### src/rtl/interconexion_param_if.sv
// ============================================================================
// interconexion_param_if : bus bundle between the crossbar and its client
// Rev 1.0
// ============================================================================
`default_nettype none

interface interconexion_param_if #(
  parameter int DATA_W = 10,
  parameter int DEPTH  = 4,
  parameter int N_CH   = 4
);
  localparam int c_CW = $clog2(DEPTH) + 1;

  logic [N_CH*DATA_W-1:0] fifo_i;
  logic [N_CH-1:0]        push;
  logic [N_CH-1:0]        pop;
  logic                   modo;
  logic [c_CW-1:0]        umbral_af;
  logic [N_CH*DATA_W-1:0] fifo_out;
  logic [N_CH-1:0]        full_in;
  logic [N_CH-1:0]        empty_out;
  logic [N_CH-1:0]        af_out;
  logic [N_CH-1:0]        err_ovf;
  logic [N_CH-1:0]        err_udf;
  logic                   idle;

  modport master (
    output fifo_i, push, pop, modo, umbral_af,
    input  fifo_out, full_in, empty_out, af_out, err_ovf, err_udf, idle
  );

  modport slave (
    input  fifo_i, push, pop, modo, umbral_af,
    output fifo_out, full_in, empty_out, af_out, err_ovf, err_udf, idle
  );
endinterface

`default_nettype wire

### src/rtl/interconexion_param.sv
// ============================================================================
// interconexion_param : N_CH input FIFOs routed by header bits to N_CH outputs
// Rev 1.0
// ============================================================================
`default_nettype none

module interconexion_param #(
  parameter int DATA_W = 10,
  parameter int DEPTH  = 4,
  parameter int N_CH   = 4
) (
  input  wire logic             clk,
  input  wire logic             reset,
  interconexion_param_if.slave  bus
);
  localparam int c_PW = $clog2(DEPTH);
  localparam int c_CW = c_PW + 1;
  localparam int c_SW = $clog2(N_CH);

  typedef enum logic [1:0] {
    S_INIT   = 2'd0,
    S_IDLE   = 2'd1,
    S_ACTIVE = 2'd2
  } state_t;

  state_t r_state, w_state_nxt;

  logic [DATA_W-1:0] r_mem_in  [N_CH][DEPTH];
  logic [DATA_W-1:0] r_mem_out [N_CH][DEPTH];
  logic [c_PW-1:0]   r_wp_in [N_CH], r_rp_in [N_CH];
  logic [c_PW-1:0]   r_wp_out[N_CH], r_rp_out[N_CH];
  logic [c_CW-1:0]   r_cnt_in[N_CH], r_cnt_out[N_CH];
  logic [c_CW-1:0]   r_thr;
  logic [c_SW-1:0]   r_last;
  logic [N_CH-1:0]   r_ovf, r_udf;

  logic [DATA_W-1:0] w_head_in [N_CH];
  logic [c_SW-1:0]   w_dest    [N_CH];
  logic [N_CH-1:0]   w_empty_in, w_full_in, w_empty_out, w_full_out, w_af;
  logic [N_CH-1:0]   w_elig, w_pop_in, w_push_ok, w_wr_out, w_pop_ok;
  logic [c_SW-1:0]   w_grant, w_idx, w_xfer_dest;
  logic [DATA_W-1:0] w_xfer_word;
  logic              w_found, w_xfer, w_in_busy;
  logic [N_CH*DATA_W-1:0] w_fifo_out;

  always_comb begin
    w_empty_in  = '0;
    w_full_in   = '0;
    w_empty_out = '0;
    w_full_out  = '0;
    w_af        = '0;
    for (int k = 0; k < N_CH; k++) begin
      w_head_in[k]   = r_mem_in[k][r_rp_in[k]];
      w_dest[k]      = w_head_in[k][DATA_W-1 -: c_SW];
      w_empty_in[k]  = (r_cnt_in[k] == '0);
      w_full_in[k]   = (r_cnt_in[k] == c_CW'(DEPTH));
      w_empty_out[k] = (r_cnt_out[k] == '0);
      w_full_out[k]  = (r_cnt_out[k] == c_CW'(DEPTH));
      w_af[k]        = (r_cnt_out[k] >= r_thr);
    end
  end

  // The full check only matters for thresholds above DEPTH, which af never reaches.
  always_comb begin
    w_elig  = '0;
    w_found = 1'b0;
    w_grant = '0;
    w_idx   = '0;
    for (int k = 0; k < N_CH; k++)
      w_elig[k] = !w_empty_in[k] && !w_af[w_dest[k]] && !w_full_out[w_dest[k]];
    for (int i = 0; i < N_CH; i++) begin
      w_idx = bus.modo ? c_SW'(i) : (r_last + c_SW'(1) + c_SW'(i));
      if (!w_found && w_elig[w_idx]) begin
        w_found = 1'b1;
        w_grant = w_idx;
      end
    end
  end

  always_comb begin
    w_xfer      = (r_state == S_ACTIVE) && w_found;
    w_xfer_word = w_head_in[w_grant];
    w_xfer_dest = w_dest[w_grant];
    w_pop_in    = '0;
    w_push_ok   = '0;
    w_wr_out    = '0;
    w_pop_ok    = '0;
    w_in_busy   = 1'b0;
    for (int k = 0; k < N_CH; k++) begin
      w_pop_in[k]  = w_xfer && (w_grant == c_SW'(k));
      w_push_ok[k] = bus.push[k] && (!w_full_in[k] || w_pop_in[k]);
      w_wr_out[k]  = w_xfer && (w_xfer_dest == c_SW'(k));
      w_pop_ok[k]  = bus.pop[k] && !w_empty_out[k];
      if ((r_cnt_in[k] + c_CW'(w_push_ok[k]) - c_CW'(w_pop_in[k])) != '0)
        w_in_busy = 1'b1;
    end
  end

  always_comb begin
    w_state_nxt = r_state;
    case (r_state)
      S_INIT:   w_state_nxt = S_IDLE;
      S_IDLE:   if (!(&w_empty_in)) w_state_nxt = S_ACTIVE;
      S_ACTIVE: if (w_xfer && !w_in_busy) w_state_nxt = S_IDLE;
      default:  w_state_nxt = S_INIT;
    endcase
  end

  always_ff @(posedge clk or posedge reset) begin
    if (reset) begin
      r_state <= S_INIT;
      r_thr   <= c_CW'(DEPTH);
      r_last  <= c_SW'(N_CH - 1);
      r_ovf   <= '0;
      r_udf   <= '0;
      for (int k = 0; k < N_CH; k++) begin
        r_wp_in[k]   <= '0;
        r_rp_in[k]   <= '0;
        r_cnt_in[k]  <= '0;
        r_wp_out[k]  <= '0;
        r_rp_out[k]  <= '0;
        r_cnt_out[k] <= '0;
      end
    end else begin
      r_state <= w_state_nxt;
      if (r_state == S_INIT)
        r_thr <= (bus.umbral_af == '0) ? c_CW'(DEPTH) : bus.umbral_af;
      if (w_xfer)
        r_last <= w_grant;
      r_ovf <= r_ovf | (bus.push & ~w_push_ok);
      r_udf <= r_udf | (bus.pop & w_empty_out);
      for (int k = 0; k < N_CH; k++) begin
        if (w_push_ok[k]) r_wp_in[k]  <= r_wp_in[k] + c_PW'(1);
        if (w_pop_in[k])  r_rp_in[k]  <= r_rp_in[k] + c_PW'(1);
        if (w_wr_out[k])  r_wp_out[k] <= r_wp_out[k] + c_PW'(1);
        if (w_pop_ok[k])  r_rp_out[k] <= r_rp_out[k] + c_PW'(1);
        r_cnt_in[k]  <= r_cnt_in[k] + c_CW'(w_push_ok[k]) - c_CW'(w_pop_in[k]);
        r_cnt_out[k] <= r_cnt_out[k] + c_CW'(w_wr_out[k]) - c_CW'(w_pop_ok[k]);
      end
    end
  end

  // Storage needs no reset: occupancy counts alone decide what is valid.
  always_ff @(posedge clk) begin
    for (int k = 0; k < N_CH; k++) begin
      if (w_push_ok[k]) r_mem_in[k][r_wp_in[k]]   <= bus.fifo_i[k*DATA_W +: DATA_W];
      if (w_wr_out[k])  r_mem_out[k][r_wp_out[k]] <= w_xfer_word;
    end
  end

  always_comb begin
    w_fifo_out = '0;
    for (int k = 0; k < N_CH; k++)
      w_fifo_out[k*DATA_W +: DATA_W] = w_empty_out[k] ? '0 : r_mem_out[k][r_rp_out[k]];
  end

  assign bus.fifo_out  = w_fifo_out;
  assign bus.full_in   = w_full_in;
  assign bus.empty_out = w_empty_out;
  assign bus.af_out    = w_af;
  assign bus.err_ovf   = r_ovf;
  assign bus.err_udf   = r_udf;
  assign bus.idle      = (r_state == S_IDLE);

endmodule

`default_nettype wire
### src/flat_wrapper.sv
// flat-port wrapper written by rule: the top's interface ports become plain ports
module interconexion_param_flat 
#(
  parameter int DATA_W = 10,
  parameter int DEPTH  = 4,
  parameter int N_CH   = 4
)
  (clk, reset, bus_fifo_i, bus_push, bus_pop, bus_modo, bus_umbral_af, bus_fifo_out, bus_full_in, bus_empty_out, bus_af_out, bus_err_ovf, bus_err_udf, bus_idle);
  interconexion_param_if #(.DATA_W(DATA_W), .DEPTH(DEPTH), .N_CH(N_CH)) bus_i ();
  input  wire logic clk;
  input  wire logic reset;
  input wire logic [$bits(bus_i.fifo_i)-1:0] bus_fifo_i;
  input wire logic [$bits(bus_i.push)-1:0] bus_push;
  input wire logic [$bits(bus_i.pop)-1:0] bus_pop;
  input wire logic [$bits(bus_i.modo)-1:0] bus_modo;
  input wire logic [$bits(bus_i.umbral_af)-1:0] bus_umbral_af;
  output wire logic [$bits(bus_i.fifo_out)-1:0] bus_fifo_out;
  output wire logic [$bits(bus_i.full_in)-1:0] bus_full_in;
  output wire logic [$bits(bus_i.empty_out)-1:0] bus_empty_out;
  output wire logic [$bits(bus_i.af_out)-1:0] bus_af_out;
  output wire logic [$bits(bus_i.err_ovf)-1:0] bus_err_ovf;
  output wire logic [$bits(bus_i.err_udf)-1:0] bus_err_udf;
  output wire logic [$bits(bus_i.idle)-1:0] bus_idle;
  assign bus_i.fifo_i = bus_fifo_i;
  assign bus_i.push = bus_push;
  assign bus_i.pop = bus_pop;
  assign bus_i.modo = bus_modo;
  assign bus_i.umbral_af = bus_umbral_af;
  assign bus_fifo_out = bus_i.fifo_out;
  assign bus_full_in = bus_i.full_in;
  assign bus_empty_out = bus_i.empty_out;
  assign bus_af_out = bus_i.af_out;
  assign bus_err_ovf = bus_i.err_ovf;
  assign bus_err_udf = bus_i.err_udf;
  assign bus_idle = bus_i.idle;
  interconexion_param #(.DATA_W(DATA_W), .DEPTH(DEPTH), .N_CH(N_CH)) u_core (.clk(clk), .reset(reset), .bus(bus_i));
endmodule
### config.mk
export PLATFORM = sky130hd
export DESIGN_NAME = interconexion_param_flat
export DESIGN_NICKNAME = d
export VERILOG_FILES = /design/src/rtl/interconexion_param_if.sv /design/src/rtl/interconexion_param.sv /design/src/flat_wrapper.sv
export SDC_FILE = /design/constraint.sdc
export NUM_CORES = 1
export LEC_CHECK = 0
export CAP_MARGIN = 15
export CORE_UTILIZATION = 50
export CTS_BUF_LIST = sky130_fd_sc_hd__clkbuf_8
export DETAILED_ROUTE_END_ITERATION = 16
export PLACE_DENSITY = 0.67
export SLEW_MARGIN = 10
export SYNTH_ARGS = -nofsm -noshare
export SYNTH_HDL_FRONTEND = slang
export SYNTH_SLANG_ARGS = --single-unit
### constraint.sdc
create_clock -name clk -period 5.2 [get_ports clk]
set_input_delay 1.04 -clock clk [delete_from_list [all_inputs] [get_ports clk]]
set_output_delay 1.04 -clock clk [all_outputs]
set_load 0.02 [all_outputs]
==> reports/results.ini <==
[layout]
area_delta_synth_final_pct=19.4
layout-drive-gt1-share=0.222
layout.nets=1286
antenna_cells=0

[clock_network]
htreeDepth=2
clk_pin_slew_ns=0.07
cts_buffer_depth=3
cts-hold-fix-buffers=0
clock_latency_ns=0.59
cts_inserted_buffers=60
clockRootBuffer=clkbuf_8
cts_tree=done
cts.sinks=391

[synthesis]
synthCells=970
synth.most_common_cell=edfxtp_1
synth-warning-count=0
syn_area_sq_um=16800
synth_top_area_cell=edfxtp_1
ys.flop_type=edfxtp_1
netlist.area_leader.share=0.571
synth-seq-cells=391
async_flop_share=0.182
synthTopCellsByArea=edfxtp_1 57%, mux4_2 11%, dfrtp_1 10%, ha_1 4.5%, nor2b_1 1.8%
netlist-cell-type-count=64
synth_edf_count=320
postSynthAreaPerCell_sq_um=17.3
seq_area_frac_synth=0.677
synth_nets=1092
yosys-top-cells-count=320 x edfxtp_1, 80 x mux4_2, 70 x inv_1, 68 x dfrtp_1, 60 x ha_1

[sta]
setup_viol=0
holdWs_ns=0.455
skew_ns=0.0288
fin_crit_ns=4.80
hold_viol_final=0
timing.fmax_mhz=208
relSlewSlack=0.368
worstMarginPinSlew_ns=0.948
final_max_slew_viol_count=0
finalCritPeriodShare=0.923

[global_routing]
grt_pass1_vias=8995
grt_overflow=0
grt_max_degree=46
antenna_found_initial=0
grt_usage=0.199
grt_pass1_wl_mm=50.6

[detailed_routing]
met1Wirelength_mm=14.5
first_iter_violations=629
vias=8802
via_per_inst=5.31
avgRoutedWirePerCell_microns=19.9
drc_errors=0
dr_wl_met3_mm=1.47
drt_first_pass_iters=7
top_layer=met4
wl_met2_mm=16.2
ant_nets=0
drt-total-wl_mm=33.0

[floorplan]
io_pins=115
die_w_microns=185
core_area_sq_um=32800
start_util=0.513
die_height_microns=185
fp-row-count=66
die-area_sq_um=34400

[critical_path]
r2r_end=u_core.r_state[0]
cp-end-kind=register
rr_worst_depth=19
required_ns=5.71
critPathArrivalTime_ns=5.31
r2r-start=u_core.r_thr[2]
critPathKind=reg -> reg
critPathLaunchType=register
crit_fanout=9
r2r_slack_ns=0.40

[hold_path]
min_to=u_core.bus.err_udf[2]
worstHoldPathCells=1
worstHoldStart=u_core.bus.err_udf[2]
min-delay-path-class=reg -> reg

[run]
maxCapViolCount=0

[outcome]
status=finished clean

[placed_design]
hpwl_mm=22.2
place_congestion=0.868
io_buffers=114

==> worst max path at each step <==
stage / slack [ns] / startpoint / end
6_report: 0.40 / u_core.r_thr[2] / u_core.r_state[0]
5_1_grt: -0.002 / u_core.r_thr[2] / u_core.r_state[0]
4_1_cts: 0.18 / u_core.r_thr[2] / u_core.r_state[0]
3_5_place_dp: 0.21 / u_core.r_thr[2] / u_core.r_state[0]
3_3_place_gp: 0.29 / bus_modo / u_core.r_state[0]
2_1_floorplan: 0.48 / u_core.r_thr[2] / u_core.r_state[0]
==> per-layer routing <==
metal	vias up	track usage
met5	-	0
met4	0	0.0641
met3	64	0.0346
met2	216	0.331
met1	4422	0.268
li1	4100	-
==> cell type report <==
| cell class | count | area, sq um |
|---|---|---|
| Clock buffer | 71 | 977 |
| Clock inverter | 43 | 294 |
| Fill cell | 2418 | 12700 |
| Inverter | 70 | 264 |
| Multi-Input combinational cell | 484 | 5150 |
| Sequential cell | 391 | 11400 |
| Tap cell | 442 | 553 |
| Timing Repair Buffer | 157 | 1460 |
==> kinds of logic after synthesis <==
kind of cell,after synthesis,share of synthesized area
AO/OA/AOI/OAI,89,0.0416
XOR/XNOR,40,0.0208
adder cells (fa/ha/maj),68,0.0541
buffers and inverters,95,0.0219
flip-flops,391,0.677
multiplexers,107,0.125
AND/OR/NAND/NOR,180,0.0599
==> through the flow <==
step	std cells	util	setup WS (ns)	TNS, ns	area, sq um
final	1658	0.613	0.400	0	20100
after global routing	1658	0.613	-0.00211	-0.00211	20100
after CTS	1655	0.610	0.184	0	20000
after detailed placement	1541	0.572	0.214	0	18700
after global placement	1541	0.572	0.292	0	18700
after floorplan	970	-	0.478	0	16800
==> registers in the layout, summed over array words and instances, names as in the netlist <==
signal / count
u_core.r_rp_in: 8
u_core.r_mem_in: 160
u_core.bus.err_ovf: 4
u_core.r_wp_out: 8
u_core.r_cnt_out: 12
u_core.r_mem_out: 160
u_core.r_rp_out: 8
u_core.r_wp_in: 8
u_core.r_thr: 3
u_core.bus.err_udf: 4
u_core.r_last: 2
u_core.r_state: 2
u_core.r_cnt_in: 12
==> cell usage in the layout (no fill, tap or decap), types with 6 or more instances in the layout <==
cell type | synthesis | final
a21o_1 | 11 | 11
a21oi_1 | 7 | 7
and2_1 | 28 | 28
buf_4 | 0 | 43
clkbuf_8 | 0 | 71
clkdlybuf4s50_1 | 0 | 114
clkinv_1 | 0 | 12
clkinv_2 | 0 | 13
dfrtp_1 | 68 | 67
edfxtp_1 | 320 | 320
fa_1 | 8 | 8
ha_1 | 60 | 60
inv_1 | 70 | 81
mux2_2 | 13 | 13
mux2i_1 | 9 | 9
mux4_2 | 80 | 80
nand2_1 | 30 | 29
nand2b_1 | 6 | 6
nor2_1 | 26 | 26
nor2b_1 | 48 | 48
nor3_1 | 14 | 11
o2111a_1 | 6 | 6
o21ai_0 | 19 | 10
o21ai_1 | 2 | 6
o21ai_2 | 2 | 7
xnor2_1 | 30 | 30
xor2_1 | 10 | 10
==> what timing repair did <==
| action | in CTS | in global routing |
|---|---|---|
| gates resized for setup | 0 | 13 |
| buffers inserted | 0 | 3 |
| setup endpoints to repair | 0 | 4 |
==> critical path, cell delays in order (launching register included) <==
cell,delay (ns)
dfstp_2,0.51
inv_1,0.09
ha_1,0.32
and2_1,0.20
a2111oi_0,0.45
o21ai_0,0.28
nand3_1,0.14
nand3_1,0.14
a2111oi_4,0.41
buf_4,0.23
o21ai_1,0.12
buf_4,0.17
a21boi_2,0.26
ha_1,0.23
fa_1,0.44
nor4_1,0.26
nand4b_1,0.13
o21bai_1,0.18
nand2b_1,0.08
o21ai_0,0.08
Power is left out: the tool's default activity adds up to more than one toggle a clock period on the data nets, which glitch-free logic cannot reach.
